## config.mk

```make
export PLATFORM = sky130hd
export DESIGN_NAME = reg_write_port
export DESIGN_NICKNAME = d
export VERILOG_FILES = /design/src/rtl/reg_write_port_pkg.sv /design/src/rtl/wb_queue.sv /design/src/rtl/reg_write_port.sv
export SDC_FILE = /design/constraint.sdc
export NUM_CORES = 1
export LEC_CHECK = 0
export CAP_MARGIN = 10
export CORE_MARGIN = 10
export CORE_UTILIZATION = 51
export CTS_CLUSTER_SIZE = 30
export DETAILED_ROUTE_END_ITERATION = 6
export GPL_TIMING_DRIVEN = 0
export MAX_ROUTING_LAYER = met4
export PLACE_DENSITY = 0.81
export SLEW_MARGIN = 20
export SYNTH_ARGS = -nofsm -noshare
export SYNTH_HDL_FRONTEND = slang
export SYNTH_SLANG_ARGS = --single-unit
```

## constraint.sdc

```tcl
create_clock -name CLK -period 2.3 [get_ports CLK]
set_input_delay 0.23 -clock CLK [delete_from_list [all_inputs] [get_ports CLK]]
set_output_delay 0.23 -clock CLK [all_outputs]
set_load 0.005 [all_outputs]
```

## src/rtl/reg_write_port_pkg.sv

```systemverilog
// Shared defaults and the write-queue entry type for the register write port.
package reg_write_port_pkg;

  localparam int DW_DEF    = 16;
  localparam int AW_DEF    = 4;
  localparam int DEPTH_DEF = 4;

  typedef struct packed {
    logic [AW_DEF-1:0] reg_idx;
    logic [DW_DEF-1:0] data;
  } wb_entry_t;

endpackage

```

## src/rtl/wb_queue.sv

```systemverilog
// Circular write queue: DEPTH entries of {reg, data}, wrapping pointers and an
// occupancy counter. All entry storage is exposed so the parent can search it.
module wb_queue
  import reg_write_port_pkg::*;
#(
  parameter int DW    = DW_DEF,
  parameter int AW    = AW_DEF,
  parameter int DEPTH = DEPTH_DEF,
  parameter int PW    = $clog2(DEPTH),
  parameter int CW    = $clog2(DEPTH) + 1
) (
  input  logic                      clk_i,
  input  logic                      rst_ni,
  input  logic                      push_i,
  input  logic [AW-1:0]             push_reg_i,
  input  logic [DW-1:0]             push_data_i,
  input  logic                      pop_i,
  output logic                      full_o,
  output logic                      empty_o,
  output logic [AW-1:0]             head_reg_o,
  output logic [DW-1:0]             head_data_o,
  output logic [PW-1:0]             rd_ptr_o,
  output logic [CW-1:0]             count_o,
  output logic [DEPTH-1:0][AW-1:0]  ent_reg_o,
  output logic [DEPTH-1:0][DW-1:0]  ent_data_o
);

  logic [PW-1:0]            wr_ptr_q, wr_ptr_d;
  logic [PW-1:0]            rd_ptr_q, rd_ptr_d;
  logic [CW-1:0]            count_q, count_d;
  logic [DEPTH-1:0][AW-1:0] reg_q;
  logic [DEPTH-1:0][DW-1:0] data_q;

  always_comb begin
    wr_ptr_d = wr_ptr_q;
    rd_ptr_d = rd_ptr_q;
    count_d  = count_q;
    if (push_i) wr_ptr_d = wr_ptr_q + PW'(1);
    if (pop_i)  rd_ptr_d = rd_ptr_q + PW'(1);
    unique case ({push_i, pop_i})
      2'b10:   count_d = count_q + CW'(1);
      2'b01:   count_d = count_q - CW'(1);
      default: count_d = count_q;
    endcase
  end

  // Entry fields are cleared on reset so an idle port presents reg 0 / data 0.
  always_ff @(posedge clk_i or negedge rst_ni) begin
    if (!rst_ni) begin
      wr_ptr_q <= '0;
      rd_ptr_q <= '0;
      count_q  <= '0;
      reg_q    <= '0;
      data_q   <= '0;
    end else begin
      wr_ptr_q <= wr_ptr_d;
      rd_ptr_q <= rd_ptr_d;
      count_q  <= count_d;
      if (push_i) begin
        reg_q[wr_ptr_q]  <= push_reg_i;
        data_q[wr_ptr_q] <= push_data_i;
      end
    end
  end

  assign full_o      = (count_q == CW'(DEPTH));
  assign empty_o     = (count_q == '0);
  assign head_reg_o  = reg_q[rd_ptr_q];
  assign head_data_o = data_q[rd_ptr_q];
  assign rd_ptr_o    = rd_ptr_q;
  assign count_o     = count_q;
  assign ent_reg_o   = reg_q;
  assign ent_data_o  = data_q;

endmodule

```

## src/rtl/reg_write_port.sv

```systemverilog
// Buffered register-heap write port with busy detection and youngest-entry
// forwarding for two decode-stage source registers.
module reg_write_port
  import reg_write_port_pkg::*;
#(
  parameter int DW    = DW_DEF,
  parameter int AW    = AW_DEF,
  parameter int DEPTH = DEPTH_DEF
) (
  input  logic          CLK,
  input  logic          RST,
  input  logic          wb_valid_i,
  input  logic [AW-1:0] wb_reg_i,
  input  logic [DW-1:0] wb_data_i,
  output logic          wb_ready_o,
  input  logic          drain_en_i,
  output logic          regwrite_o,
  output logic [AW-1:0] wrreg_o,
  output logic [DW-1:0] wdata_o,
  input  logic [AW-1:0] rdreg1_i,
  input  logic [AW-1:0] rdreg2_i,
  output logic          busy1_o,
  output logic          busy2_o,
  output logic [DW-1:0] fwd1_data_o,
  output logic [DW-1:0] fwd2_data_o
);

  localparam int PW = $clog2(DEPTH);
  localparam int CW = PW + 1;

  logic                     push, pop, full, empty;
  logic [PW-1:0]            rd_ptr;
  logic [CW-1:0]            count;
  logic [DEPTH-1:0][AW-1:0] ent_reg;
  logic [DEPTH-1:0][DW-1:0] ent_data;
  logic [PW-1:0]            idx;

  // Handshake: a request transfers on a rising edge where wb_valid_i and
  // wb_ready_o are both high; the producer holds reg/data stable until then.
  // wb_ready_o depends only on occupancy, so a full queue refuses even while
  // it pops.
  assign wb_ready_o = !full;
  assign push       = wb_valid_i && wb_ready_o;
  assign regwrite_o = !empty && drain_en_i;
  assign pop        = regwrite_o;

  wb_queue #(
    .DW    (DW),
    .AW    (AW),
    .DEPTH (DEPTH)
  ) u_queue (
    .clk_i       (CLK),
    .rst_ni      (RST),
    .push_i      (push),
    .push_reg_i  (wb_reg_i),
    .push_data_i (wb_data_i),
    .pop_i       (pop),
    .full_o      (full),
    .empty_o     (empty),
    .head_reg_o  (wrreg_o),
    .head_data_o (wdata_o),
    .rd_ptr_o    (rd_ptr),
    .count_o     (count),
    .ent_reg_o   (ent_reg),
    .ent_data_o  (ent_data)
  );

  // Walk from oldest to newest so the last hit is the youngest matching write.
  always_comb begin
    busy1_o     = 1'b0;
    busy2_o     = 1'b0;
    fwd1_data_o = '0;
    fwd2_data_o = '0;
    idx         = '0;
    for (int i = 0; i < DEPTH; i++) begin
      idx = rd_ptr + PW'(i);
      if (CW'(i) < count) begin
        if (ent_reg[idx] == rdreg1_i) begin
          busy1_o     = 1'b1;
          fwd1_data_o = ent_data[idx];
        end
        if (ent_reg[idx] == rdreg2_i) begin
          busy2_o     = 1'b1;
          fwd2_data_o = ent_data[idx];
        end
      end
    end
  end

endmodule

```

==> results by group <==
STA
  • Worst Skew: 0.0116 ns
  • Minimum clock period: 3.39 ns
  • Final Max Tran Viols: 0
  • RSZ-0062 raised after global routing: true
  • Final hold viol count: 0
  • Slew Limit Headroom: 49.0%
  • FMAX: 295 MHz
  • Final setup TNS: -34.96 ns
  • Finish-stage setup viols: 42
  • Actual slew at the worst max-slew pin: 0.759 ns
  • Share of the clock period used by the worst path: 147%
  • Slack of the critical path: -1.09 ns

Layout
  • Design Area, Final: 9080 µm²
  • ANT cells: 0
  • Nets: 802
  • Area Overhead vs Synth: 40.1%
  • Fraction of layout cells with a size suffix above 1: 52.7%
  • Final Util: 72.6%
  • Fin cells: 936

Floorplanning
  • Die height: 133 µm
  • Die ar.: 17600 µm²
  • Ports: 88
  • Core box area: 12500 µm²
  • Die W: 133 µm
  • Rows: 41
  • Starting Density: 51.8%

Yosys
  • Cell Area, Synth: 6480 µm²
  • FF+latch count, synth: 87
  • Mapped Nets: 664
  • Syn Inst Count: 623
  • Yosys warns: 0
  • Syn Area/Cell: 10.4 µm²
  • Yosys cell types: 35
  • Seq/Total Area, Yosys: 33.6%

Flow run
  • Max-cap violations: 0

Clock network
  • Clock Tree Buf Depth: 2
  • Skew-Pair Late Insertion Delay: 0.36 ns
  • TritonCTS buffer count: 9
  • Root Driver: clkbuf_16
  • H-tree depth: 3
  • CTS clk-pin slew, worst paths: 0.07 ns
  • CTS tree: done
  • Clock sink total: 87

Route
  • DRT antenna net count: 0
  • Drt total wl: 26400 µm
  • DR vias: 6557
  • DRC viols: 14
  • Drt first pass iters: 7
  • Vias per std cell: 7.01
  • Starting DRC count in detailed routing: 1035
  • Routed wire per std cell: 28.2 µm

GRT
  • First-pass GRT wire length: 39200 µm
  • Largest net degree at the start of global routing: 56
  • Antenna violations before repair: 0
  • GRT Util Overall: 28.9%
  • Vias in the first global route: 6809
  • Grt ovf: 0

Setup path
  • Crit path DAT: 3.16 ns
  • Reg2Reg Setup Slack: 0.09 ns
  • Crit path max fanout: 7
  • FF-to-FF End: u_queue.ent_data_o[1]
  • FF-to-FF Start: u_queue.count_o[0]
  • WS Path Type: flip-flop to primary output
  • CP Launch Type: flip-flop
  • Crit path capture type: primary output
  • WP data required: 2.07 ns
  • Worst r2r path cells: 7

Run status
  • Outcome: finished with violations
  • Failing checks: DRC, setup timing

Placement
  • # placed instances: 880
  • DP Area: 7630 µm²
  • Dpl hpwl: 15500 µm
  • IO buf count: 84
  • RD Place Congestion: 0.966

Worst hold path
  • Hold Path Class: primary input to asynchronous set/reset pin
## worst max-delay path, cell delays in order, from the launching register on
cell and delay, ns:
dfrtp_1 0.39, buf_6 0.17, buf_12 0.13, mux4_2 0.61
xnor2_2 0.23, nand3_2 0.15, nor3_4 0.34, buf_6 0.21
a311oi_2 0.11, a221oi_2 0.28, buf_2 0.19
## stage by stage
stage          worst slack, ns  hold WS [ns]
2_1_floorplan           -0.158       -0.0656
3_3_place_gp             -1.93         0.503
3_5_place_dp             -1.42         0.204
4_1_cts                 -0.913         0.383
5_1_grt                  -1.18         0.411
6_report                 -1.09         0.359
## worst max-delay path by stage
stage / start / to / cells past startpoint
finish: u_queue.rd_ptr_o[0] / fwd1_data_o[14] / 10
CTS: u_queue.rd_ptr_o[0] / fwd1_data_o[15] / 10
global route: u_queue.rd_ptr_o[0] / fwd2_data_o[7] / 10
floorplan: u_queue.rd_ptr_o[0] / fwd1_data_o[13] / 9
detailed placement: u_queue.rd_ptr_o[0] / fwd1_data_o[15] / 9
global placement: RST / u_queue.ent_data_o[57] / 1
## synth_stat cells (all sizes together)
cell      n  share of area, %
dfrtp    87                34
nand4     1              0.19
and2      1             0.097
o21bai    2              0.35
buf      27               2.9
nand2    61               3.5
ha        9               1.7
nor3     37               3.4
a221oi   32               4.6
a311oi   32               4.3
mux2    112                19
inv       7              0.41
nand2b    2              0.19
nor2     18               1.0
nand3     5              0.46
or2       2              0.19
o21ai    52               4.0
xor2      3              0.41
a21oi    16               1.2
mux2i    35               5.4
and4      2              0.27
or3b      2              0.27
mux4     16               5.8
xnor2    33               4.5
a21boi    1              0.12
clkbuf   28               1.6
## timing repair
| item | 4_1_cts | 5_1_grt |
|---|---|---|
| resized for setup | 371 | 52 |
| pin swaps | 34 | 10 |
| setup endpoints to repair | 135 | 124 |
| hold buffers | 1 | 0 |
| buffers inserted | 22 | 16 |
| hold endpoints to repair | 32 | 0 |
| cloned | 4 | 0 |
## layout make-up
cell class                 instances  area, µm²
multi-input combinational        474       4800
fill                             827       3430
sequential                        87       2180
timing repair buffer             128       1020
buffer                            54        509
clock buffer                      10        239
tap                              172        215
clock inverter                     4       95.1
inverter                           7       26.3
## cell families (layout without fill, tap and decap cells)
kind of cell | count (synthesis) | in the layout | synth area share [%]
adder cells (fa/ha/maj) | 9 | 9 | 1.74
AO/OA/AOI/OAI | 135 | 135 | 14.6
multiplexers | 163 | 163 | 30.6
XOR/XNOR | 36 | 36 | 4.86
AND/OR/NAND/NOR | 131 | 131 | 9.61
flip-flops | 87 | 87 | 33.6
buffers and inverters | 62 | 203 | 4.94
## routing by layer
layer	track usage, %	routed length (µm)
met5	-	0
met4	20.3	1820
met3	6.59	2660
met2	44.9	12300
met1	32.5	9620
## placed cells by master, fill, tap and decap left out, types with 6 or more instances in the layout
cell type	n
a21oi_4	11
a221oi_1	10
a221oi_2	22
a311oi_1	11
a311oi_2	21
buf_12	9
buf_2	49
buf_4	35
buf_6	18
clkbuf_16	10
clkbuf_2	19
clkdlybuf4s50_1	30
dfrtp_1	87
ha_1	9
inv_1	6
mux2_2	112
mux2i_1	21
mux2i_4	10
mux4_2	14
nand2_1	58
nor2_1	7
nor2_2	10
nor3_1	33
o21ai_0	49
xnor2_1	18
xnor2_2	13
## flip-flops by register name (all words and copies together) (netlist names)
name	flops
u_queue.wr_ptr_q	2
u_queue.count_o	3
u_queue.ent_reg_o	16
u_queue.ent_data_o	64
u_queue.rd_ptr_o	2
Power is not shown: default switching activity piles up to over one toggle a cycle in this logic, so the estimate is an artifact.
